===== src/rtl/axis_frame_tlast_packer_pkg.sv =====
// Shared constants and helpers for the frame packer and its FIFO.
// The default word and frame sizes are also used by the convolver wrapper.
package axis_frame_tlast_packer_pkg;

  localparam int DEF_DATA_WIDTH  = 32;
  localparam int DEF_FRAME_WORDS = 10000;

  // Each FIFO entry carries the data word plus its last tag.
  localparam int DEF_ENTRY_WIDTH = DEF_DATA_WIDTH + 1;

  // Smallest n with 2**n >= v; returns 0 for v <= 1.
  function automatic int clog2_f(input int v);
    int r;
    r = 0;
    for (int i = 0; i < 31; i++) begin
      if ((1 << i) < v) begin
        r = i + 1;
      end
    end
    return r;
  endfunction

  function automatic int entry_width_f(input int data_width);
    return data_width + 1;
  endfunction

endpackage


===== src/rtl/axis_sync_fifo.sv =====
// Synchronous first-word-fall-through FIFO; storage is not reset.
module axis_sync_fifo
  import axis_frame_tlast_packer_pkg::*;
#(
  parameter int WIDTH = DEF_ENTRY_WIDTH,
  parameter int DEPTH = 4
) (
  input  logic                    i_clk,
  input  logic                    i_reset,
  input  logic                    i_push,
  input  logic [WIDTH-1:0]        i_wdata,
  input  logic                    i_pop,
  output logic [WIDTH-1:0]        o_rdata,
  output logic                    o_full,
  output logic                    o_empty,
  output logic [clog2_f(DEPTH):0] o_level
);

  localparam int AW = clog2_f(DEPTH);
  localparam logic [AW-1:0] PTR_ONE = AW'(1);
  localparam logic [AW:0]   LVL_ONE = (AW + 1)'(1);
  localparam logic [AW:0]   LVL_FULL = (AW + 1)'(DEPTH);

  logic [WIDTH-1:0] r_mem [DEPTH];
  logic [AW-1:0]    r_wr_ptr;
  logic [AW-1:0]    r_rd_ptr;
  logic [AW:0]      r_level;

  logic w_push;
  logic w_pop;

  assign o_full  = (r_level == LVL_FULL);
  assign o_empty = (r_level == '0);
  assign o_level = r_level;
  assign o_rdata = r_mem[r_rd_ptr];

  // Requests against a full/empty FIFO are ignored so the level can never wrap.
  assign w_push = i_push & ~o_full;
  assign w_pop  = i_pop & ~o_empty;

  always_ff @(posedge i_clk) begin
    if (i_reset) begin
      r_wr_ptr <= '0;
      r_rd_ptr <= '0;
      r_level  <= '0;
    end else begin
      if (w_push) begin
        r_wr_ptr <= r_wr_ptr + PTR_ONE;
      end
      if (w_pop) begin
        r_rd_ptr <= r_rd_ptr + PTR_ONE;
      end
      case ({w_push, w_pop})
        2'b10:   r_level <= r_level + LVL_ONE;
        2'b01:   r_level <= r_level - LVL_ONE;
        default: r_level <= r_level;
      endcase
    end
  end

  always_ff @(posedge i_clk) begin
    if (w_push) begin
      r_mem[r_wr_ptr] <= i_wdata;
    end
  end

endmodule


===== src/rtl/axis_frame_tlast_packer.sv =====
// Buffers stream words ahead of the S2MM DMA, tags the last word of each
// frame and reports delivered frames to the control path.
module axis_frame_tlast_packer
  import axis_frame_tlast_packer_pkg::*;
#(
  parameter int DATA_WIDTH   = DEF_DATA_WIDTH,
  parameter int FRAME_WORDS  = DEF_FRAME_WORDS,
  parameter int FIFO_DEPTH   = 4,
  parameter int NB_FRAME_CNT = 16
) (
  input  logic                         i_clk,
  input  logic                         i_reset,
  input  logic                         s_axis_valid,
  input  logic [DATA_WIDTH-1:0]        s_axis_data,
  output logic                         s_axis_ready,
  output logic                         m_axis_valid,
  output logic [DATA_WIDTH-1:0]        m_axis_data,
  output logic                         m_axis_last,
  input  logic                         m_axis_ready,
  output logic                         o_frame_done,
  output logic [NB_FRAME_CNT-1:0]      o_frame_count,
  output logic [clog2_f(FIFO_DEPTH):0] o_fifo_level
);

  localparam int EW = entry_width_f(DATA_WIDTH);
  localparam int CW = (clog2_f(FRAME_WORDS) < 1) ? 1 : clog2_f(FRAME_WORDS);
  localparam logic [CW-1:0] CNT_LAST = CW'(FRAME_WORDS - 1);
  localparam logic [CW-1:0] CNT_ONE  = CW'(1);
  localparam logic [NB_FRAME_CNT-1:0] FRAME_ONE = NB_FRAME_CNT'(1);

  logic [CW-1:0]           r_in_word_cnt;
  logic                    r_frame_done;
  logic [NB_FRAME_CNT-1:0] r_frame_count;

  logic          w_push;
  logic          w_pop;
  logic          w_full;
  logic          w_empty;
  logic          w_last_tag;
  logic [EW-1:0] w_wdata;
  logic [EW-1:0] w_rdata;

  // Valid/ready: a word moves when valid and ready are both high at a rising
  // edge; s_axis_ready depends only on the registered level, and once
  // m_axis_valid is high the output word stays put until it is accepted.
  assign s_axis_ready = ~w_full;
  assign m_axis_valid = ~w_empty;
  assign w_push       = s_axis_valid & s_axis_ready;
  assign w_pop        = m_axis_valid & m_axis_ready;

  assign w_last_tag = (r_in_word_cnt == CNT_LAST);
  assign w_wdata    = {w_last_tag, s_axis_data};

  assign m_axis_data = w_rdata[DATA_WIDTH-1:0];
  assign m_axis_last = w_rdata[DATA_WIDTH];

  axis_sync_fifo #(
    .WIDTH (EW),
    .DEPTH (FIFO_DEPTH)
  ) u_fifo (
    .i_clk   (i_clk),
    .i_reset (i_reset),
    .i_push  (w_push),
    .i_wdata (w_wdata),
    .i_pop   (w_pop),
    .o_rdata (w_rdata),
    .o_full  (w_full),
    .o_empty (w_empty),
    .o_level (o_fifo_level)
  );

  // Frame position advances only on accepted words, so gaps never misalign it.
  always_ff @(posedge i_clk) begin
    if (i_reset) begin
      r_in_word_cnt <= '0;
    end else if (w_push) begin
      r_in_word_cnt <= w_last_tag ? '0 : (r_in_word_cnt + CNT_ONE);
    end
  end

  always_ff @(posedge i_clk) begin
    if (i_reset) begin
      r_frame_done  <= 1'b0;
      r_frame_count <= '0;
    end else begin
      r_frame_done <= w_pop & m_axis_last;
      if (w_pop && m_axis_last) begin
        r_frame_count <= r_frame_count + FRAME_ONE;
      end
    end
  end

  assign o_frame_done  = r_frame_done;
  assign o_frame_count = r_frame_count;

endmodule


===== config.mk =====
export PLATFORM = sky130hd
export DESIGN_NAME = axis_frame_tlast_packer
export DESIGN_NICKNAME = d
export VERILOG_FILES = /design/src/rtl/axis_frame_tlast_packer_pkg.sv /design/src/rtl/axis_sync_fifo.sv /design/src/rtl/axis_frame_tlast_packer.sv
export SDC_FILE = /design/constraint.sdc
export NUM_CORES = 1
export LEC_CHECK = 0
export CAP_MARGIN = 20
export CORE_AREA = 2 2 132 134
export CTS_BUF_LIST = sky130_fd_sc_hd__clkbuf_8
export CTS_CLUSTER_DIAMETER = 40
export CTS_CLUSTER_SIZE = 30
export DETAILED_ROUTE_END_ITERATION = 7
export DIE_AREA = 0 0 134 136
export MAX_ROUTING_LAYER = met4
export PLACE_DENSITY = 0.69
export REMOVE_ABC_BUFFERS = 1
export SYNTH_ARGS = -nofsm -noshare
export SYNTH_HDL_FRONTEND = slang
export SYNTH_SLANG_ARGS = --single-unit

===== constraint.sdc =====
create_clock -name i_clk -period 2.5 [get_ports i_clk]
set_input_delay 0.5 -clock i_clk [delete_from_list [all_inputs] [get_ports i_clk]]
set_output_delay 0.5 -clock i_clk [all_outputs]
set_load 0.03 [all_outputs]

Word level (Yosys, flattened, before mapping)
Memories as Yosys holds them, arrays and structs flattened. A register that Yosys moved wholly into a read port is not among the register bits.
Index checks and enable logic that the tools add are counted.
W data, S select, Z words.
Word-level totals
  RAM bits: 132
  ROM bits: 0
  memories: 1
  bits of input ports: 36
  latch bits: 0
  bits in registers: 38
  word-level logic and storage cells: 33
  output and inout bits: 55
Memory list
  u_fifo.r_mem: depth 4, bits a word 33, rd ports 1, clocked after Yosys merged registers in 1, wr ports 1, line axis_sync_fifo.sv:24  | logic [WIDTH-1:0] r_mem [DEPTH];
Operators by class
  reduce and logical (&&, ||, !) cells: 3
  mux-type cells: 6
  $lt $le $gt $ge: 0
  shift operators: 0
  bitwise logic cells: 7
  divide/modulo/power cells: 0
  equality and inequality tests: 4
  add/sub/neg operators: 6
  $mul: 0
Operators with widths (number)
  $add A16 B1 Y16 const B: 1
  $add A14 B1 Y14 const B: 1
  $eq A14 B14 Y1 const B: 1
  $mux W14: 1
  $pmux W3 S2: 1
  $and A1 B1 Y1: 5
  $add A2 B1 Y2 const B: 2
  $mux W2: 2
  $add A3 B1 Y3 const B: 1
  $eq A3 B3 Y1 const B: 1
  $logic_not A3 Y1: 1
  $sub A3 B1 Y3 const B: 1
  $eq A2 B1 Y1 const B: 1
  $eq A2 B2 Y1 const B: 1
  $mux W1: 2
  $not A1 Y1: 2
  $reduce_bool A2 Y1: 1
  $logic_and A1 B1 Y1: 1

Logic depth before layout (Yosys ltp)
Gate-level depths: netlist (run 1).
  depth after elaboration: 6
  mapped depth: 11
  mapped depth without buffers: 10

Cells and area by module
Synthesis (run 1) repeated with hierarchy kept, for this count alone.
Unflattened totals
  cells, all modules: 390
  area, all modules: 6708.9 um^2
Modules (own cells, without submodules)
  axis_sync_fifo: area an instance 5296.3 um^2, cells each 227, seq. area each 4144.0 um^2, instances 1
  axis_frame_tlast_packer: area an instance 1412.6 um^2, cells each 163, seq. area each 620.6 um^2, instances 1

Worst setup path after synthesis (run 1)
No wires, ideal clock.
  kind: register to register
  from: register u_fifo.r_level[2], in the netlist u_fifo.o_level[2]
  to: register u_fifo.r_level[2], in the netlist u_fifo.o_level[2]
  path buffers: 1
  data arrival time: 2504 ps
  stages on the path, launching flop included: 12
  setup time: 70 ps
  clock period less this slack: 2574 ps
  path slack: -74 ps
  data required time: 2430 ps
  cell sequence: dfxtp_1 > nor3b_2 > inv_1 > and2_1 > clkbuf_1 > inv_1 > ha_1 > inv_1 > fa_1 > xor2_1 > or3_1 > a21oi_1
On the way
  word-level cells in the longest chain between the ends: 6
  elaborated cells between the ends (all ways): 14
  those cells by class: add/sub (2); eq/ne (3); mux (1); bitwise (6); reduce/logical (2)
RTL lines
  start: declaration: line axis_sync_fifo.sv:27  | logic [AW:0] r_level;
  start signal: assignment: line axis_sync_fifo.sv:54  | 2'b10: r_level <= r_level + LVL_ONE;
  start signal: assignment: line axis_sync_fifo.sv:55  | 2'b01: r_level <= r_level - LVL_ONE;
  start signal: assignment: line axis_sync_fifo.sv:56  | default: r_level <= r_level;
  $eq A3 B3 Y1 or $logic_not A3 Y1 (tied branches): line axis_sync_fifo.sv:32, axis_sync_fifo.sv:33
  $not A1 Y1 (on tied branches)
  $and A1 B1 Y1 (on tied branches): line axis_frame_tlast_packer.sv:48, axis_frame_tlast_packer.sv:49
  $and A1 B1 Y1 (on tied branches): line axis_sync_fifo.sv:38, axis_sync_fifo.sv:39
  $eq A2 B1 Y1 or $eq A2 B2 Y1 (tied branches): line axis_sync_fifo.sv:53  | case ({w_push, w_pop})
  $pmux W3 S2 or $reduce_bool A2 Y1 (tied branches)
Several ways; a longest one is shown, not always the timed one.
A chain may end at the register's enable or synchronous reset.

==> results of run 1 <==
-- cell families after synthesis --
| family | Yosys count |
|---|---|
| adder cells (fa/ha/maj) | 8 |
| XOR/XNOR | 19 |
| flip-flops | 172 |
| buffers and inverters | 28 |
| multiplexers | 33 |
| AO/OA/AOI/OAI | 36 |
| AND/OR/NAND/NOR | 94 |
-- power by group through the flow --
stage | combinational (mW) | clock (mW) | sequential, mW
after floorplan | 1.33 | 0 | 3.69
after global placement | 2.45 | 0 | 3.52
after detailed placement | 2.47 | 0 | 3.54
after CTS | 2.43 | 1.71 | 3.49
after global routing | 2.59 | 1.81 | 3.52
final | 2.41 | 1.65 | 3.49
-- routing by layer --
layer / global-route usage (%) / vias to the layer above / share of wire, %
li1: - / 1741 / -
met1: 18.3 / 1877 / 43
met2: 24.8 / 86 / 50
met3: 3.50 / 15 / 5.0
met4: 5.85 / 0 / 1.3
met5: - / - / 0
-- per-stage QoR --
step,util [%],TNS (ps),cell area (µm²)
global route,49.3,-19.8,8320
detailed placement,46.9,0,7920
floorplan,-,-14700,6570
CTS,49.2,-28.6,8300
finish,49.3,0,8320
global placement,46.9,0,7920
-- registers in the layout (all words and copies together) (netlist names), named ones only --
register / cells
o_frame_count: 16
o_frame_done: 1
r_in_word_cnt: 14
u_fifo.o_level: 3
u_fifo.r_mem: 132
u_fifo.r_rd_ptr: 2
u_fifo.r_wr_ptr: 2
-- cell type report --
cell class | count | area [µm²] | area share (%)
Timing Repair Buffer | 108 | 1120 | 13.5
Sequential cell | 172 | 4770 | 57.3
Multi-Input combinational cell | 190 | 1770 | 21.3
Tap cell | 225 | 282 | 3.38
Clock inverter | 14 | 96.3 | 1.16
Inverter | 11 | 41.3 | 0.496
Clock buffer | 17 | 234 | 2.81
-- worst max path at each step --
stage,from,end,slack [ps],depth (start not counted)
floorplan,register,o_frame_count[15]$_SDFFE_PP0P_,-470,4
global route,register,m_axis_data[20],-20,3
CTS,register,m_axis_data[20],-30,3
detailed placement,s_axis_valid,u_fifo.o_level[2]$_SDFFE_PP0P_,20,9
global placement,s_axis_valid,u_fifo.o_level[2]$_SDFFE_PP0P_,110,9
finish,register,m_axis_data[20],70,3
-- worst reg2reg max path, delay by kind of cell, from the launching register on --
kind	cells	cell delay, ps
xor gates and xnor gates	1	170
DFF	1	430
AOI/OAI and AO/OA	1	140
and+or+nand+nor	3	770
adders and majority gates	2	560
buffers and inverters	3	220
-- cells in the final DEF (no fill, tap or decap), types with 10 or more instances in the layout --
cell | netlist | final
a21oi_1 | 19 | 19
buf_4 | 2 | 12
clkbuf_8 | 0 | 17
clkdlybuf4s15_2 | 0 | 18
clkdlybuf4s50_1 | 0 | 56
dfxtp_1 | 40 | 38
edfxtp_1 | 132 | 132
inv_1 | 11 | 13
mux4_2 | 33 | 33
nand2_1 | 12 | 12
nor2_1 | 24 | 24
o21ai_0 | 10 | 10
or3_1 | 11 | 11
xor2_1 | 13 | 13
-- repair_timing --
action,in CTS,in global routing
resized for setup,75,9
endpoints found under the hold margin,0,0
cloned,1,0
setup endpoints to repair,34,21
pin swaps,0,0
setup buffers,1,4
==> impl_results.md, run 1 <==
- Status: completed
- Post-DP HPWL: 7.79 mm
- Routed Antenna Nets: 0
- Worst EP arrival: 1930 ps
- Synth Area in Simple Gates: 7.99%
- Highest cell delay on the worst timing path: 500 ps
- Largest family of logic cells by synthesized area: multiplexers
- R2R setup slack: 160 ps
- First-pass GRT wire length: 20.3 mm
- DR pass1 iterations: 4
- TritonCTS buffer count: 17
- Die area: 0.0182 mm²
- Fmax: 0.411 GHz
- Max_slew headroom: 60.1%
- Number of synthesis warnings: 0
- DIE WIDTH: 134 µm
- Seq/Total Area, Yosys: 71.6%
- Fin crit period: 2430 ps
- Synthesis-stage register bit count: 172
- # clock sinks: 172
- MaxCap Viol Count: 0
- Hold wc startpoint: o_frame_count[15]$_SDFFE_PP0P_
- Worst Hold End: o_frame_count[15]$_SDFFE_PP0P_
- Area Growth Syn to Fin: 25.0%
- DRC errors left: 0
- Setup ws final: 67.5 ps
- Dpl cells: 700
- Die H: 136 µm
- Post-synthesis adder-cell area fraction: 1.62%
- R2R cell count: 10
- Top cells by area, synth: edfxtp_1, dfxtp_1, mux4_2
- Synth top cells by count: edfxtp_1, dfxtp_1, mux4_2
- Switching power: 2.43 mW
- DRT iter0 DRCs: 254
- Most frequent cell after synthesis: edfxtp_1
- Maximum VDD drop: 0.610 mV
- Syn avg cell area: 17.1 µm²
- Compound-Gate Fraction of Synth Area: 3.22%
- # setup viols final: 0
- Synth Area in XOR/XNOR: 2.50%
- CTS tree: yes
- Worst Hold Depth: 2
- Delay-heaviest family, CP: buffers and inverters
- Largest net degree at the start of global routing: 34
- CP endpoint kind: primary output
- RSZ-0062 raised after global routing: true
- Gpl congestion: 0.795
- Hold Fails Final Rpt: 0
- WL final: 12.5 mm
- IO Port Bufs: 90
- Tot Pwr: 7.55 mW
- Skew final: 11.9 ps
- Worst EP required: 2000 ps
- Pleak: 2.70 nW
- RR Startpoint: u_fifo.o_level[2]$_SDFFE_PP0P_
- Count of final max-slew check failures: 0
- Starting density of the core: 39.4%
- Post-synthesis cell area: 0.00665 mm²
- Net count, final: 544
- Worst-Margin Slew: 599 ps
- Core ar.: 0.0169 mm²
- Later-pin clock latency in the skew report: 450 ps
- Switching share of power: 32.1%
- DP Worst Slack: 16.3 ps
- Layout cell share with drive strength beyond 1: 21.9%
- Number of fill cells in the layout: 1421
- Hold WS: 494 ps
- Logic pwr share: 31.9%
- Mapped Cells: 390
- Tcrit/Tclk final: 97.3%
- Clock slew at reported path FFs: 80 ps
- Vias/cell: 5.05
- Post-synth ARST share: 0%
- Count of cell types in the netlist: 35
- Kind of path behind the tightest hold check: reg2reg
- Dominant cell type by area after synthesis: edfxtp_1
- CP max-delay cell: mux4_2
- Overflow after GRT: 0
- P_int: 5.12 mW
- Worst Path Buf+Inv: 2
- Via count: 3719
- Sequential Power Share: 46.3%
- Kind of critical path: reg2out
- Most used DFF post-synth: edfxtp_1
- Std-Cell Rows: 48
- Root Buffer: clkbuf_8
- Vias in the first global route: 3851
- CTS HTree Levels: 4
- Crit path cell chain: buf_12 > mux4_2 > dlygate4sd2_1
- Yosys top cell area share: 59.6%
- Reg2Reg Capture Point: u_fifo.o_level[2]$_SDFFE_PP0P_
- CP Max Fanout: 17
- Clock power frac: 21.8%
- Clk buf depth: 2
- Number of flops mapped to enable cells by yosys: 132
- Startpoint types: register
- Post-synthesis mux area share: 11.2%
- Hold buffers post-CTS: 0
- Io pins: 91
- Final Instance Count excl. Fillers: 737
- N_diodes: 0
- GRT Total Usage: 15.1%
- DR WL/cell: 17.0 µm
- Pwr dens: 908 mW/mm²
- Initial antenna violation count: 0
No activity file was read; power rests on OpenSTA's default activity.
==> run 2, diff against run 1 <==
--- a/config.mk
+++ b/config.mk
@@ -15,6 +15,7 @@
 export MAX_ROUTING_LAYER = met4
 export PLACE_DENSITY = 0.69
 export REMOVE_ABC_BUFFERS = 1
+export SKIP_CTS_REPAIR_TIMING = 1
 export SYNTH_ARGS = -nofsm -noshare
 export SYNTH_HDL_FRONTEND = slang
 export SYNTH_SLANG_ARGS = --single-unit
==> run 2 against run 1 <==
Total power increased by 0.88%. Critical path type unchanged. Clock skew about the same. Critical endpoint is now m_axis_last. Cell count unchanged. Non-clock buffer count unchanged. Die area unchanged. Largest power group unchanged.
==> impl_results.md, run 2 (synthesized netlist as in run 1, its figures left out) <==
- Post-route cell area: 0.00840 mm² (was 0.00832 mm²)
- RSZ-0062 raised after global routing: false (was true)
- Layout cell share with drive strength beyond 1: 17.6% (was 21.9%)
- Area Growth Syn to Fin: 26.3% (was 25.0%)
- Most common cell after layout, fill and taps aside: edfxtp_1 (unchanged)
- Pleak: 2.97 nW (was 2.70 nW)
- Hold Fails Final Rpt: 0 (unchanged)
- Initial antenna violation count: 0 (unchanged)
- Hold WS: 494 ps (about the same)
- Die area: 0.0182 mm² (unchanged)
- Clk buf depth: 2 (unchanged)
- IO Port Bufs: 90 (unchanged)
- Vias/cell: 5.04 (was 5.05)
- Maximum VDD drop: 0.609 mV (was 0.610 mV)
- Std-Cell Rows: 48 (unchanged)
- # setup viols final: 0 (unchanged)
- Pwr dens: 906 mW/mm² (was 908 mW/mm²)
- CTS tree: yes (unchanged)
- DRT iter0 DRCs: 223 (was 254)
- Largest Register: u_fifo.r_mem (unchanged)
- Root Buffer: clkbuf_8 (unchanged)
- Tcrit/Tclk final: 95.4% (was 97.3%)
- TritonCTS buffer count: 17 (unchanged)
- Vias in the first global route: 3854 (was 3851)
- Worst EP required: 2000 ps (about the same)
- Io pins: 91 (unchanged)
- WL final: 12.7 mm (was 12.5 mm)
- Startpoint types: register (unchanged)
- CP Max Fanout: 16 (was 17)
- Routed Antenna Nets: 0 (unchanged)
- N_diodes: 0 (unchanged)
- Clock slew at reported path FFs: 80 ps (about the same)
- Overflow after GRT: 0 (unchanged)
- Largest net degree at the start of global routing: 34 (unchanged)
- DRC errors left: 0 (unchanged)
- # clock sinks: 172 (unchanged)
- Kind of path behind the tightest hold check: reg2reg (unchanged)
- First-pass GRT wire length: 20.0 mm (was 20.3 mm)
- Worst EP arrival: 1890 ps (was 1930 ps)
- DIE WIDTH: 134 µm (unchanged)
- Count of final max-slew check failures: 0 (unchanged)
- Post-DP HPWL: 7.79 mm (unchanged)
- Fmax: 0.419 GHz (was 0.411 GHz)
- Kind of critical path: reg2out (unchanged)
- GRT Total Usage: 14.9% (was 15.1%)
- Fin crit period: 2390 ps (was 2430 ps)
- CP max-delay cell: mux4_2 (unchanged)
- DR WL/cell: 17.2 µm (was 17.0 µm)
- Highest cell delay on the worst timing path: 600 ps (was 500 ps)
- Gpl congestion: 0.795 (unchanged)
- Post-placement cell area: 0.00792 mm² (unchanged)
- Status: completed (unchanged)
- Most frequent cells in the layout: edfxtp_1, clkdlybuf4s50_1, dfxtp_1 (unchanged)
- Later-pin clock latency in the skew report: 440 ps (was 450 ps)
- CTS HTree Levels: 4 (unchanged)
- CP endpoint kind: primary output (unchanged)
- Net count, final: 544 (unchanged)
- Crit path cell chain: clkbuf_16 > mux4_2 > buf_4 (was buf_12 > mux4_2 > dlygate4sd2_1)
- Die H: 136 µm (unchanged)
- MaxCap Viol Count: 0 (unchanged)
- Max reg flops: 132 (unchanged)
- Starting density of the core: 39.4% (unchanged)
- Worst-Margin Slew: 600 ps (was 599 ps)
- Skew final: 11.8 ps (was 11.9 ps)
- Via count: 3718 (was 3719)
- Max_slew headroom: 60.0% (was 60.1%)
- Core ar.: 0.0169 mm² (unchanged)
- DR pass1 iterations: 4 (unchanged)
## run 2: critical path: cells and delay by family (launching register included)
family / cells / cell delay, ps
flip-flops: 1 / 390
multiplexers: 1 / 600
buffers and inverters: 2 / 450
## run 2: layout make-up
type | count | area, µm²
sequential | 172 | 4770
tap | 225 | 282
clock inverter | 14 | 96.3
fill | 1399 | 8470
inverter | 11 | 41.3
multi-input combinational | 190 | 1770
clock buffer | 17 | 234
timing repair buffer | 108 | 1210
## run 2: layer usage
layer | part of all wire [%] | GRT usage [%]
met3 | 4.3 | 3.50
met1 | 44 | 17.9
met2 | 51 | 24.4
met5 | 0 | -
met4 | 1.0 | 5.85
## run 2: metrics by stage
stage	worst slack [ps]	power (mW)	utilization [%]	TNS, ps	std cells
5_1_grt	10.8	7.97	49.8	0	737
3_3_place_gp	107	5.97	46.9	0	700
3_5_place_dp	16.3	6.01	46.9	0	700
6_report	115	7.62	49.8	0	737
2_1_floorplan	-475	5.02	-	-14700	373
4_1_cts	-320	7.66	48.9	-9300	731
## run 2: worst paths after layout
kind / start / endpoint / slack (ps) / cells after the start
worst max-delay path: register / m_axis_last / 110 / 3
worst max register to register: u_fifo.o_level[2]$_SDFFE_PP0P_ / u_fifo.o_level[2]$_SDFFE_PP0P_ / 150 / 10
worst min-delay path: o_frame_count[15]$_SDFFE_PP0P_ / o_frame_count[15]$_SDFFE_PP0P_ / 490 / 2
worst min register to register: o_frame_count[15]$_SDFFE_PP0P_ / o_frame_count[15]$_SDFFE_PP0P_ / 490 / 2
## run 2: where the power goes
group          total (mW)  internal (mW)  switching, mW
sequential           3.49           3.37          0.120
combinational        2.48           1.14           1.34
clock                1.65          0.681          0.966
==> run 3, diff against run 2 <==
--- a/config.mk
+++ b/config.mk
@@ -13,7 +13,7 @@
 export DETAILED_ROUTE_END_ITERATION = 7
 export DIE_AREA = 0 0 134 136
 export MAX_ROUTING_LAYER = met4
-export PLACE_DENSITY = 0.69
+export PLACE_DENSITY_LB_ADDON = 0.3
 export REMOVE_ABC_BUFFERS = 1
 export SKIP_CTS_REPAIR_TIMING = 1
 export SYNTH_ARGS = -nofsm -noshare
==> constraint.sdc (replaced) <==
create_clock -name i_clk -period 2.5 [get_ports i_clk]
set_input_delay 0.5 -clock i_clk [delete_from_list [all_inputs] [get_ports i_clk]]
set_output_delay 0.5 -clock i_clk [all_outputs]
set_load 0.05 [all_outputs]
==> run 3 against run 2 <==
Sequential share of layout area rose by 0.26 points. Clock power is 5% higher. Count of clock-buffer cells in the layout unchanged. Critical path type unchanged. Critical endpoint is now m_axis_valid. Setup slack got worse by 45 ps. Fmax decreased by 1.8%. Non-clock buffer count decreased by 1. Via count increased by 0.51%.
==> impl_results.md, run 3 (synthesized netlist as in run 1, its figures left out) <==
- Vias/cell: 5.07 (was 5.04)
- Kind of path behind the tightest hold check: reg2reg (unchanged)
- DIE WIDTH: 134 µm (unchanged)
- CP max-delay cell: clkdlybuf4s50_1 (was mux4_2)
- Setup TNS: 0 ps (unchanged)
- Skew final: 8.81 ps (was 11.8 ps)
- Top Layer Used: met4 (unchanged)
- WL final: 12.1 mm (was 12.7 mm)
- Pleak: 2.74 nW (was 2.97 nW)
- Clock slew at reported path FFs: 90 ps (was 80 ps)
- Area Growth Syn to Fin: 25.8% (was 26.3%)
- R2R setup slack: 220 ps (was 150 ps)
- RSZ-0062 raised after global routing: false (unchanged)
- Root Buffer: clkbuf_8 (unchanged)
- Hold wc startpoint: o_frame_count[15]$_SDFFE_PP0P_ (unchanged)
- Number of fill cells in the layout: 1442 (was 1399)
- Clk buf depth: 2 (unchanged)
- Reg2Reg Capture Point: u_fifo.o_level[2]$_SDFFE_PP0P_ (unchanged)
- Largest net degree at the start of global routing: 34 (unchanged)
- Final Instance Count excl. Fillers: 737 (unchanged)
- Startpoint types: register (unchanged)
- Crit path cell chain: or3_1 > clkdlybuf4s50_1 (was clkbuf_16 > mux4_2 > buf_4)
- DR WL/cell: 16.5 µm (was 17.2 µm)
- Highest cell delay on the worst timing path: 710 ps (was 600 ps)
- R2R cell count: 10 (unchanged)
- CP Max Fanout: 6 (was 16)
- IO Port Bufs: 90 (unchanged)
- Post-DP HPWL: 7.49 mm (was 7.79 mm)
- Overflow after GRT: 0 (unchanged)
- Starting density of the core: 39.4% (unchanged)
- # setup viols final: 0 (unchanged)
- RR Startpoint: u_fifo.o_level[2]$_SDFFE_PP0P_ (unchanged)
- Max reg flops: 132 (unchanged)
- Pwr dens: 988 mW/mm² (was 906 mW/mm²)
- Std-Cell Rows: 48 (unchanged)
- Count of final max-slew check failures: 0 (unchanged)
- GRT Total Usage: 14.4% (was 14.9%)
- Via count: 3737 (was 3718)
- Most common cell after layout, fill and taps aside: edfxtp_1 (unchanged)
- Worst EP arrival: 1930 ps (was 1890 ps)
- Vias in the first global route: 3812 (was 3854)
- Dpl cells: 701 (was 700)
- Max_slew headroom: 60.8% (was 60.0%)
- Fmax: 0.412 GHz (was 0.419 GHz)
- Die H: 136 µm (unchanged)
- Most frequent cells in the layout: edfxtp_1, clkdlybuf4s50_1, dfxtp_1 (unchanged)
- Status: completed (unchanged)
- # clock sinks: 172 (unchanged)
- Worst Path Buf+Inv: 1 (was 2)
- Worst Hold Depth: 2 (unchanged)
- Final Util: 49.6% (was 49.8%)
- Kind of critical path: reg2out (unchanged)
- Net count, final: 543 (was 544)
- Largest Register: u_fifo.r_mem (unchanged)
- Maximum VDD drop: 0.962 mV (was 0.609 mV)
- Layout cell share with drive strength beyond 1: 24.1% (was 17.6%)
- Worst Hold End: o_frame_count[15]$_SDFFE_PP0P_ (unchanged)
- Post-route cell area: 0.00837 mm² (was 0.00840 mm²)
- Routed wire length on met2: 5.92 mm (was 6.43 mm)
- Post-placement cell area: 0.00795 mm² (was 0.00792 mm²)
- Tcrit/Tclk final: 97.2% (was 95.4%)
- DR pass1 iterations: 4 (unchanged)
- DRT iter0 DRCs: 222 (was 223)
- Worst-Margin Slew: 588 ps (was 600 ps)
- Hold WS: 480 ps (was 494 ps)
- Initial antenna violation count: 1 (was 0)
- First-pass GRT wire length: 19.2 mm (was 20.0 mm)
- Worst EP required: 2000 ps (about the same)
- Later-pin clock latency in the skew report: 440 ps (about the same)
- CTS tree: yes (unchanged)
- Hold Fails Final Rpt: 0 (unchanged)
- Core ar.: 0.0169 mm² (unchanged)
- Tot Pwr: 8.26 mW (was 7.62 mW)
- Io pins: 91 (unchanged)
- TritonCTS buffer count: 17 (unchanged)
- Routed Antenna Nets: 0 (unchanged)
- Delay-heaviest family, CP: buffers and inverters (was multiplexers)
- CP endpoint kind: primary output (unchanged)
- Setup ws final: 70.0 ps (was 115 ps)
- Die area: 0.0182 mm² (unchanged)
- CTS HTree Levels: 4 (unchanged)
- DP Worst Slack: 36.8 ps (was 16.3 ps)
- DRC errors left: 0 (unchanged)
- WL met3: 724 µm (was 549 µm)
- Gpl congestion: 0.745 (was 0.795)
- MaxCap Viol Count: 0 (unchanged)
- Fin crit period: 2430 ps (was 2390 ps)
- M1 wire length: 5.31 mm (was 5.57 mm)
run 3: how the worst max path moves through the flow:
stage	from	endpoint	slack [ps]	cells after the start
floorplan	register	o_frame_count[10]$_SDFFE_PP0P_	-550	4
CTS	u_fifo.o_level[2]$_SDFFE_PP0P_	s_axis_ready	-200	4
global placement	s_axis_valid	u_fifo.o_level[2]$_SDFFE_PP0P_	120	9
global route	u_fifo.o_level[0]$_SDFFE_PP0P_	m_axis_valid	3	2
detailed placement	s_axis_valid	u_fifo.o_level[2]$_SDFFE_PP0P_	40	9
finish	u_fifo.o_level[0]$_SDFFE_PP0P_	m_axis_valid	70	2
run 3: layout make-up:
| class | count | area, µm² | area share (%) |
|---|---|---|---|
| tap | 225 | 282 | 3.36 |
| clock buffer | 17 | 234 | 2.80 |
| clock inverter | 14 | 125 | 1.49 |
| inverter | 11 | 41.3 | 0.493 |
| timing repair buffer | 107 | 1140 | 13.6 |
| antenna | 1 | 2.50 | 0.0299 |
| sequential | 172 | 4770 | 57.0 |
| multi-input combinational | 190 | 1770 | 21.2 |
run 3: worst reg2reg max path, delay by kind of cell, from the launching register on:
kind,cells,cell delay (ps)
buffers and inverters,3,210
AO/OA/AOI/OAI,1,170
adder cells (fa/ha/maj),2,550
flip-flops,1,420
AND/OR/NAND/NOR,3,720
XOR/XNOR,1,160
run 3: metal layers:
| metal | vias up | GRT usage (%) |
|---|---|---|
| li1 | 1738 | - |
| met1 | 1875 | 17.3 |
| met2 | 107 | 23.2 |
| met3 | 17 | 4.44 |
| met4 | 0 | 4.79 |
| met5 | - | - |
run 3: power breakdown:
group | switching, mW | total (mW) | internal (mW)
sequential | 0.124 | 3.49 | 3.37
clock | 0.960 | 1.74 | 0.784
combinational | 1.80 | 3.03 | 1.23
total | 2.88 | 8.26 | 5.38
